### config.mk
export PLATFORM = sky130hd
export DESIGN_NAME = jpeg_byte_stuffer_flat
export DESIGN_NICKNAME = d
export VERILOG_FILES = /design/src/rtl/jpeg_byte_stuffer_if.sv /design/src/rtl/jpeg_byte_stuffer.sv /design/src/flat_wrapper.sv
export SDC_FILE = /design/constraint.sdc
export NUM_CORES = 1
export LEC_CHECK = 0
export ABC_CLOCK_PERIOD_IN_PS = 5600
export CORE_MARGIN = 3
export CORE_UTILIZATION = 56
export DETAILED_ROUTE_END_ITERATION = 10
export PLACE_DENSITY = 0.85
export SETUP_SLACK_MARGIN = 0.5
export SYNTH_ARGS = -nofsm -noshare
export SYNTH_HDL_FRONTEND = slang
export SYNTH_SLANG_ARGS = --single-unit
export TNS_END_PERCENT = 20
### constraint.sdc
create_clock -name clk -period 5.6 [get_ports clk]
set_clock_uncertainty 0.1 [all_clocks]
set_input_delay 1.12 -clock clk [delete_from_list [all_inputs] [get_ports clk]]
set_output_delay 1.12 -clock clk [all_outputs]
set_load 0.01 [all_outputs]
### src/rtl/jpeg_byte_stuffer_if.sv
`default_nettype none
// ============================================================================
//  Module      : jpeg_byte_stuffer_if
//  Description : Word-in / byte-out stream bundle for the JPEG byte stuffer.
//                The master drives words and accepts bytes, and the slave
//                (the stuffer) does the reverse.
//  Revision    : 1.0  initial release
// ============================================================================
interface jpeg_byte_stuffer_if;
   logic        in_valid;
   logic        in_ready;
   logic [31:0] in_data;
   logic        in_last;
   logic [4:0]  in_last_bits;
   logic        out_valid;
   logic        out_ready;
   logic [7:0]  out_data;
   logic        out_last;

   modport master (
      output in_valid, in_data, in_last, in_last_bits, out_ready,
      input  in_ready, out_valid, out_data, out_last
   );

   modport slave (
      input  in_valid, in_data, in_last, in_last_bits, out_ready,
      output in_ready, out_valid, out_data, out_last
   );
endinterface
`default_nettype wire

### src/rtl/jpeg_byte_stuffer.sv
`default_nettype none
// ============================================================================
//  Module      : jpeg_byte_stuffer
//  Description : Serialises 32-bit MSB-first entropy-coded words into bytes.
//                It inserts a 0x00 after every 0xFF data byte, truncates and
//                1-pads the final word, and optionally appends the EOI marker.
//  Revision    : 1.0  initial release
// ============================================================================
module jpeg_byte_stuffer #(
   parameter int EMIT_EOI = 1,
   parameter int CNT_W    = 24
) (
   input  wire logic              clk,
   input  wire logic              rst,
   jpeg_byte_stuffer_if.slave     bus,
   output logic [CNT_W-1:0]       byte_count,
   output logic                   frame_done,
   output logic                   busy
);

   localparam logic c_emit_eoi = (EMIT_EOI != 0);

   typedef enum logic [2:0] {
      S_IDLE   = 3'd0,
      S_DATA   = 3'd1,
      S_STUFF  = 3'd2,
      S_EOI_FF = 3'd3,
      S_EOI_D9 = 3'd4
   } state_t;

   state_t           r_state;
   logic [31:0]      r_buf;
   logic             r_last;
   logic [2:0]       r_nbytes;
   logic             r_in_ready;
   logic             r_out_valid;
   logic [7:0]       r_out_data;
   logic             r_out_last;
   logic [CNT_W-1:0] r_cnt;
   logic             r_reload;
   logic             r_frame_done;

   // Capture-side decode: bit count (0 means a full word), pad mask, byte count.
   logic [5:0]  w_nbits;
   logic [5:0]  w_nbits_rnd;
   logic [31:0] w_pad_mask;
   logic [31:0] w_cap_word;
   logic [2:0]  w_cap_nbytes;
   logic        w_cap_final;
   logic        w_hs;
   logic        w_more;
   logic [7:0]  w_next_byte;

   assign w_nbits      = (bus.in_last_bits == 5'd0) ? 6'd32 : {1'b0, bus.in_last_bits};
   assign w_nbits_rnd  = w_nbits + 6'd7;
   assign w_pad_mask   = 32'hFFFF_FFFF >> w_nbits;
   assign w_cap_word   = bus.in_last ? (bus.in_data | w_pad_mask) : bus.in_data;
   assign w_cap_nbytes = bus.in_last ? w_nbits_rnd[5:3] : 3'd4;
   assign w_cap_final  = bus.in_last && (w_cap_nbytes == 3'd1);

   assign w_hs        = r_out_valid && bus.out_ready;
   assign w_more      = (r_nbytes > 3'd1);
   assign w_next_byte = r_buf[23:16];

   // Byte-serialising state machine with registered stream outputs and counters.
   always_ff @(posedge clk) begin
      if (rst) begin
         r_state      <= S_IDLE;
         r_buf        <= 32'd0;
         r_last       <= 1'b0;
         r_nbytes     <= 3'd0;
         r_in_ready   <= 1'b0;
         r_out_valid  <= 1'b0;
         r_out_data   <= 8'd0;
         r_out_last   <= 1'b0;
         r_cnt        <= '0;
         r_reload     <= 1'b0;
         r_frame_done <= 1'b0;
      end else begin
         r_frame_done <= w_hs && r_out_last;

         // Byte counter: first byte after a finished frame restarts the count.
         if (w_hs) begin
            if (r_reload) begin
               r_cnt <= CNT_W'(1);
            end else if (r_cnt != {CNT_W{1'b1}}) begin
               r_cnt <= r_cnt + 1'b1;
            end
            r_reload <= r_out_last;
         end

         case (r_state)
            S_IDLE: begin
               if (bus.in_valid && r_in_ready) begin
                  r_buf       <= w_cap_word;
                  r_last      <= bus.in_last;
                  r_nbytes    <= w_cap_nbytes;
                  r_out_valid <= 1'b1;
                  r_out_data  <= w_cap_word[31:24];
                  r_out_last  <= !c_emit_eoi && w_cap_final && (w_cap_word[31:24] != 8'hFF);
                  r_in_ready  <= 1'b0;
                  r_state     <= S_DATA;
               end else begin
                  r_in_ready  <= 1'b1;
               end
            end

            // STUFF resumes exactly where DATA would have gone after the 0xFF.
            S_DATA, S_STUFF: begin
               if (w_hs) begin
                  if ((r_state == S_DATA) && (r_buf[31:24] == 8'hFF)) begin
                     r_out_data <= 8'h00;
                     r_out_last <= !c_emit_eoi && r_last && !w_more;
                     r_state    <= S_STUFF;
                  end else if (w_more) begin
                     r_buf      <= {r_buf[23:0], 8'h00};
                     r_nbytes   <= r_nbytes - 3'd1;
                     r_out_data <= w_next_byte;
                     r_out_last <= !c_emit_eoi && r_last && (r_nbytes == 3'd2) &&
                                   (w_next_byte != 8'hFF);
                     r_state    <= S_DATA;
                  end else if (r_last && c_emit_eoi) begin
                     r_out_data <= 8'hFF;
                     r_out_last <= 1'b0;
                     r_state    <= S_EOI_FF;
                  end else begin
                     r_out_valid <= 1'b0;
                     r_out_last  <= 1'b0;
                     r_in_ready  <= 1'b1;
                     r_state     <= S_IDLE;
                  end
               end
            end

            S_EOI_FF: begin
               if (w_hs) begin
                  r_out_data <= 8'hD9;
                  r_out_last <= 1'b1;
                  r_state    <= S_EOI_D9;
               end
            end

            S_EOI_D9: begin
               if (w_hs) begin
                  r_out_valid <= 1'b0;
                  r_out_last  <= 1'b0;
                  r_in_ready  <= 1'b1;
                  r_state     <= S_IDLE;
               end
            end

            default: begin
               r_out_valid <= 1'b0;
               r_out_last  <= 1'b0;
               r_in_ready  <= 1'b0;
               r_state     <= S_IDLE;
            end
         endcase
      end
   end

   assign bus.in_ready  = r_in_ready;
   assign bus.out_valid = r_out_valid;
   assign bus.out_data  = r_out_data;
   assign bus.out_last  = r_out_last;
   assign byte_count    = r_cnt;
   assign frame_done    = r_frame_done;
   assign busy          = (r_state != S_IDLE);

endmodule
`default_nettype wire

### src/flat_wrapper.sv
// flat-port wrapper written by rule: the top's interface ports become plain ports
module jpeg_byte_stuffer_flat 
#(
   parameter int EMIT_EOI = 1,
   parameter int CNT_W    = 24
)
  (clk, rst, byte_count, frame_done, busy, bus_in_valid, bus_in_data, bus_in_last, bus_in_last_bits, bus_out_ready, bus_in_ready, bus_out_valid, bus_out_data, bus_out_last);
  jpeg_byte_stuffer_if bus_i ();
  input  wire logic clk;
  input  wire logic rst;
  output logic [CNT_W-1:0] byte_count;
  output logic frame_done;
  output logic busy;
  input wire logic [$bits(bus_i.in_valid)-1:0] bus_in_valid;
  input wire logic [$bits(bus_i.in_data)-1:0] bus_in_data;
  input wire logic [$bits(bus_i.in_last)-1:0] bus_in_last;
  input wire logic [$bits(bus_i.in_last_bits)-1:0] bus_in_last_bits;
  input wire logic [$bits(bus_i.out_ready)-1:0] bus_out_ready;
  output wire logic [$bits(bus_i.in_ready)-1:0] bus_in_ready;
  output wire logic [$bits(bus_i.out_valid)-1:0] bus_out_valid;
  output wire logic [$bits(bus_i.out_data)-1:0] bus_out_data;
  output wire logic [$bits(bus_i.out_last)-1:0] bus_out_last;
  assign bus_i.in_valid = bus_in_valid;
  assign bus_i.in_data = bus_in_data;
  assign bus_i.in_last = bus_in_last;
  assign bus_i.in_last_bits = bus_in_last_bits;
  assign bus_i.out_ready = bus_out_ready;
  assign bus_in_ready = bus_i.in_ready;
  assign bus_out_valid = bus_i.out_valid;
  assign bus_out_data = bus_i.out_data;
  assign bus_out_last = bus_i.out_last;
  jpeg_byte_stuffer #(.EMIT_EOI(EMIT_EOI), .CNT_W(CNT_W)) u_core (.clk(clk), .rst(rst), .bus(bus_i), .byte_count(byte_count), .frame_done(frame_done), .busy(busy));
endmodule
==> Yosys cells after proc, flatten, opt, wreduce, memory -nomap -nowiden <==
Index checks and enable logic that the tools add are counted.
{ "classes": {"n_addsub": 3, "n_shift": 1, "n_bitwise": 2, "n_eq_ne": 16, "reduce_logical": 20, "order_cmp": 1, "muxes": 46} }
{ "op_table": {"columns": ["cell", "n"], "rows": [
  ["$mux W32", 5],
  ["$pmux W32 S2", 1],
  ["$mux W24", 2],
  ["$mux W8", 6],
  ["$mux W3", 11],
  ["$or A32 B32 Y32", 1],
  ["$shr A32 B6 Y32 const A", 1],
  ["$add A24 B1 Y24 const B", 1],
  ["$ne A24 B24 Y1 const B", 1],
  ["$pmux W8 S3", 1],
  ["$mux W1", 13],
  ["$ne A2 B1 Y1 const B", 6],
  ["$pmux W3 S4", 1],
  ["$reduce_and A5 Y1", 2],
  ["$eq A8 B8 Y1 const B", 1],
  ["$pmux W1 S4", 2],
  ["$reduce_and A7 Y1", 1],
  ["$add A6 B3 Y6 const B", 1],
  ["$eq A3 B2 Y1 const B", 2],
  ["$mux W6", 1],
  ["$ne A2 B2 Y1 const B", 3],
  ["$pmux W3 S2", 1],
  ["$reduce_and A6 Y1", 1],
  ["$reduce_bool A3 Y1", 2],
  ["other kinds (17)", 22]
]} }
{ "word_totals": {"register_bits": 76, "in_bits": 42, "out_inout_bits": 37, "word_cells": 100} }

==> Longest topological paths before layout <==
{ "depth": {"word_depth": 7, "ltp_mapped": 9, "mapped_depth_nobuf": 6} }

==> Worst setup path after synthesis <==
Ideal clock, no wire load.
{ "synth_path": {"kind": "input to register", "from": "in bus_in_last_bits[0]", "to": "reg u_core.r_buf[15]", "required_ps": 5368, "path_buffers": 2, "arrival_time_ps": 2503, "setup_time_ps": 132, "stages": 7, "setup_slack_ps": 2865, "cell_sequence": "buf_2 -> or4_4 -> or2_0 -> buf_2 -> a311o_1 -> o211ai_1 -> a21oi_1"} }
{ "synth_via": {"elab_chain_cells": 7} }
{ "synth_rtl": {"columns": ["item", "line_no", "source"], "rows": [
  ["start, declared", "flat_wrapper.sv:17", "input wire logic [$bits(bus_i.in_last_bits)-1:0] bus_in_last_bits;"],
  ["$logic_not A5 Y1", "jpeg_byte_stuffer.sv:54", "assign w_nbits = (bus.in_last_bits == 5'd0) ? 6'd32 : {1'b0, bus.in_last_bits};"],
  ["$mux W6 (*)", "jpeg_byte_stuffer.sv:54", null],
  ["$shr A32 B6 Y32 (*)", "jpeg_byte_stuffer.sv:56", "assign w_pad_mask = 32'hFFFF_FFFF >> w_nbits;"],
  ["$or A32 B32 Y32 (*)", "jpeg_byte_stuffer.sv:57", "assign w_cap_word = bus.in_last ? (bus.in_data | w_pad_mask) : bus.in_data;"],
  ["$mux W32 (*)", "jpeg_byte_stuffer.sv:57", null],
  ["$mux W32 (*)", "jpeg_byte_stuffer.sv:94", "if (bus.in_valid && r_in_ready) begin"],
  ["$pmux W32 S2 (*)", "jpeg_byte_stuffer.sv:92", "case (r_state)"],
  ["end signal, assigned", "jpeg_byte_stuffer.sv:95", "r_buf <= w_cap_word;"],
  ["end signal, assigned", "jpeg_byte_stuffer.sv:116", "r_buf <= {r_buf[23:0], 8'h00};"],
  ["end, declared", "jpeg_byte_stuffer.sv:32", "logic [31:0] r_buf;"]
]} }
Mark *: on every way between the ends. The rest lies on a longest branch, timed or not. The select of a mux whose other input is x is not followed.
A chain may end at the register's enable or synchronous reset.

==> Final worst setup path <==
{ "layout_path": {"from": "in bus_out_ready", "to": "reg u_core.r_buf[2]"} }
{ "layout_via": {"elab_chain_cells": 3} }
{ "layout_rtl": {"columns": ["item", "line_no", "source"], "rows": [
  ["start, declared", "flat_wrapper.sv:18", "input wire logic [$bits(bus_i.out_ready)-1:0] bus_out_ready;"],
  ["$logic_and A1 B1 Y1", "jpeg_byte_stuffer.sv:61", "assign w_hs = r_out_valid && bus.out_ready;"],
  ["$ne A2 B1 Y1 (no line)", null, null],
  ["$reduce_and A5 Y1 (no line)", null, null]
]} }
Every way passes these cells.

==> qor.txt <==
Status = finished, final reports clean
Routability congestion estimate = 0.964
CTS resizes = 0
DIE AREA = 0.00845 mm^2
Initial Util = 59.2%
Via count = 4201
Setup violators final = 0
Core area = 0.00698 mm^2
Largest family of logic cells by synthesized area = simple AND/OR/NAND/NOR gates
Root buf cell = clkbuf_8
Largest net degree at the start of global routing = 45
CP top delay family = simple AND/OR/NAND/NOR gates
Synth warn = 0
TNS Setup = 0 ns
Simple-gate share of the synthesized area = 27.4%
Crit path arrival time = 3.62 ns
RSZ-0062 raised after global routing = false
Post-synthesis mux area share = 0.968%
Site Rows = 30
GR Util All Layers = 27.2%
Critical path type = in2reg
DP HPWL = 8230 um
Max layer used = met4
I/O pin cnt = 79
Synth area leaders = dfxtp_1 37%, nor2_1 5.6%, nand2_1 4.7%
Most frequent cell after synthesis = dfxtp_1
Cts hold-fix bufs = 0
Most frequent cells after synthesis = 76 x dfxtp_1, 62 x nor2_1, 52 x nand2_1
Post-synth EDFFs = 0
CTS Buf Count = 9
Placed insts = 655
Mapped Avg Cell Area = 7.95 um^2
Clock latency on the worst-skew pair = 0.35 ns
Fmax = 0.291 GHz
WP depth = 6
Hold crit path type = reg2reg
Initial drt markers = 337
Power Internal = 0.939 mW
Tcrit/Tclk final = 61.4%
Hold depth = 2
Setup WS post-layout = 2.16 ns
Synth Area in Compound Gates = 23.6%
Pleak = 1.77 nW
Net Sw Frac = 29.3%
Post-synth cell types = 62
Fin cells = 671
Synth-to-Final Area Change = 22.5%
Final Hold Fails = 0
Crit. End Element = register
Chip width = 91.9 um
CTS tree = done
Sequential power share = 46.2%
XOR/XNOR Fraction of Synth Area = 4.66%
Post-Syn Area = 0.00414 mm^2
I/O Buffers = 78
CP bufs+invs = 1
Max_cap viols = 0
DP Worst Slack = 1.84 ns
Nets = 614
Depth of the CTS H-tree = 3
Top cell type by total area after synthesis = dfxtp_1
Final Max Tran Viols = 0
Final wirelength = 11400 um
Yosys reg bits = 76
Max-slew headroom = 17.6%
Post-synthesis async set-or-reset flop share = 0%
Top cell type's share of synthesized area = 36.8%
First-pass GRT wire length = 18700 um
Post-CTS setup buffers = 0
Synthesized instance count = 520
Vias in the first global route = 3816
Fillers = 574
Period minus WS final = 3.44 ns
P per Cell Area = 262 mW/mm^2
Met1 WL = 5020 um
Initial antenna violation count = 0
Syn Nets = 564
DR WL met3 = 911 um
Combinational share of power = 19.1%
Clock share of power = 34.8%
Max Fanout on Critical Path = 20
Register area share after synthesis = 36.8%
Slew @ Worst Pin = 1.23 ns
Drt first pass iters = 5
Worst path cell trace = clkdlybuf4s50_1 > nand2_1 > o21bai_1 > nand3_1 > or3_1 > a21oi_1
Via density = 6.26
CP Launch Type = input pin
Routed WL per cell = 17.0 um
Clk buf depth = 2
DRC = 0
CP max stage delay = 0.57 ns
Main synth FF type = dfxtp_1
Max VDD drop = 191 uV
Ant diodes = 0
Layout cells sized above 1 = 5.39%
Critical path's slowest cell = clkdlybuf4s50_1
Clock Pin Slew Worst Setup and Hold Paths = 0.08 ns
Grt total ovfl = 0
Post-synthesis adder-cell area fraction = 0.605%
R2r worst-path depth = 5
Chip height = 91.9 um
Remaining antenna violation count = 0
Net switching power = 0.389 mW
Metal2 WL = 5290 um
TritonCTS Sinks = 76
CP Data Required Time = 5.78 ns
## cells in the final DEF (no fill, tap or decap), types with 8 or more instances in the layout
cell type	n
a211oi_1	21
a21oi_1	35
a31oi_1	8
clkbuf_8	9
clkdlybuf4s50_1	78
dfxtp_1	76
inv_1	13
nand2_1	52
nand3_1	22
nand4_1	12
nor2_1	61
nor3_1	11
o211ai_1	8
o21ai_0	15
o31ai_1	16
or3_1	12
xnor2_1	11
xor2_1	11
## worst reg2reg max path, cell delays in order, from the launching register on
cell and delay (ns):
dfxtp_1 0.68, inv_1 0.12, or4b_1 0.77, and3_4 0.32, nand2b_1 0.59, o21ai_0 0.21
## cell type report
| class | instances | area [um^2] | share of cell area [%] |
|---|---|---|---|
| well taps | 96 | 120 | 2.37 |
| multi-input cells | 391 | 2370 | 46.8 |
| clock buffers | 10 | 128 | 2.52 |
| repair buffers | 79 | 788 | 15.6 |
| inverters | 13 | 48.8 | 0.964 |
| flip-flops and latches | 76 | 1520 | 30.0 |
| clock inverters | 6 | 88.8 | 1.75 |
## cell families (layout without fill, tap and decap cells)
kind of cell    after synthesis  after routing
flops                        76             76
xor+xnor                     22             22
compound gates              141            141
simple gates                222            222
fa+ha+maj                     2              2
buf+inv                      53            108
mux                           4              4
## power by group through the flow
stage	registers (mW)	clock network, mW	logic, mW
floorplan	0.616	0	0.173
CTS	0.611	0.464	0.250
detailed placement	0.624	0	0.249
global route	0.617	0.488	0.280
finish	0.613	0.462	0.253
global placement	0.622	0	0.242
## final timing paths
path | from | to | slack [ns]
hold / removal | u_core.r_buf[7] | u_core.r_buf[7] | 0.36
setup / recovery | bus_out_ready | u_core.r_buf[2] | 2.16
hold reg to reg | u_core.r_buf[7] | u_core.r_buf[7] | 0.36
setup reg to reg | u_core.r_state[0] | u_core.r_buf[26] | 2.68
## state kept, by name (all words and copies together), names as in the netlist
register and flops:
u_core.bus.out_valid 1, u_core.r_reload 1, u_core.bus.out_data 8, u_core.bus.out_last 1, u_core.r_last 1, u_core.r_state 3
u_core.byte_count 24, u_core.frame_done 1, u_core.bus.in_ready 1, u_core.r_buf 32, u_core.r_nbytes 3
## stage by stage
| step | utilization (%) | cell area [um^2] | hold WS [ns] | power, mW |
|---|---|---|---|---|
| 2_1_floorplan | - | 4140 | 0.326 | 0.789 |
| 3_3_place_gp | 69.4 | 4850 | 0.339 | 0.864 |
| 3_5_place_dp | 69.4 | 4850 | 0.347 | 0.872 |
| 4_1_cts | 72.5 | 5060 | 0.357 | 1.33 |
| 5_1_grt | 72.5 | 5060 | 0.381 | 1.38 |
| 6_report | 72.5 | 5060 | 0.360 | 1.33 |
## layer usage
metal | GRT usage, % | vias to the layer above
met4 | 10.0 | 0
met5 | 0 | -
li1 | - | 2004
met1 | 37.4 | 1964
met2 | 42.1 | 212
met3 | 5.50 | 21
Note: power is estimated with default switching activity, not from simulation.
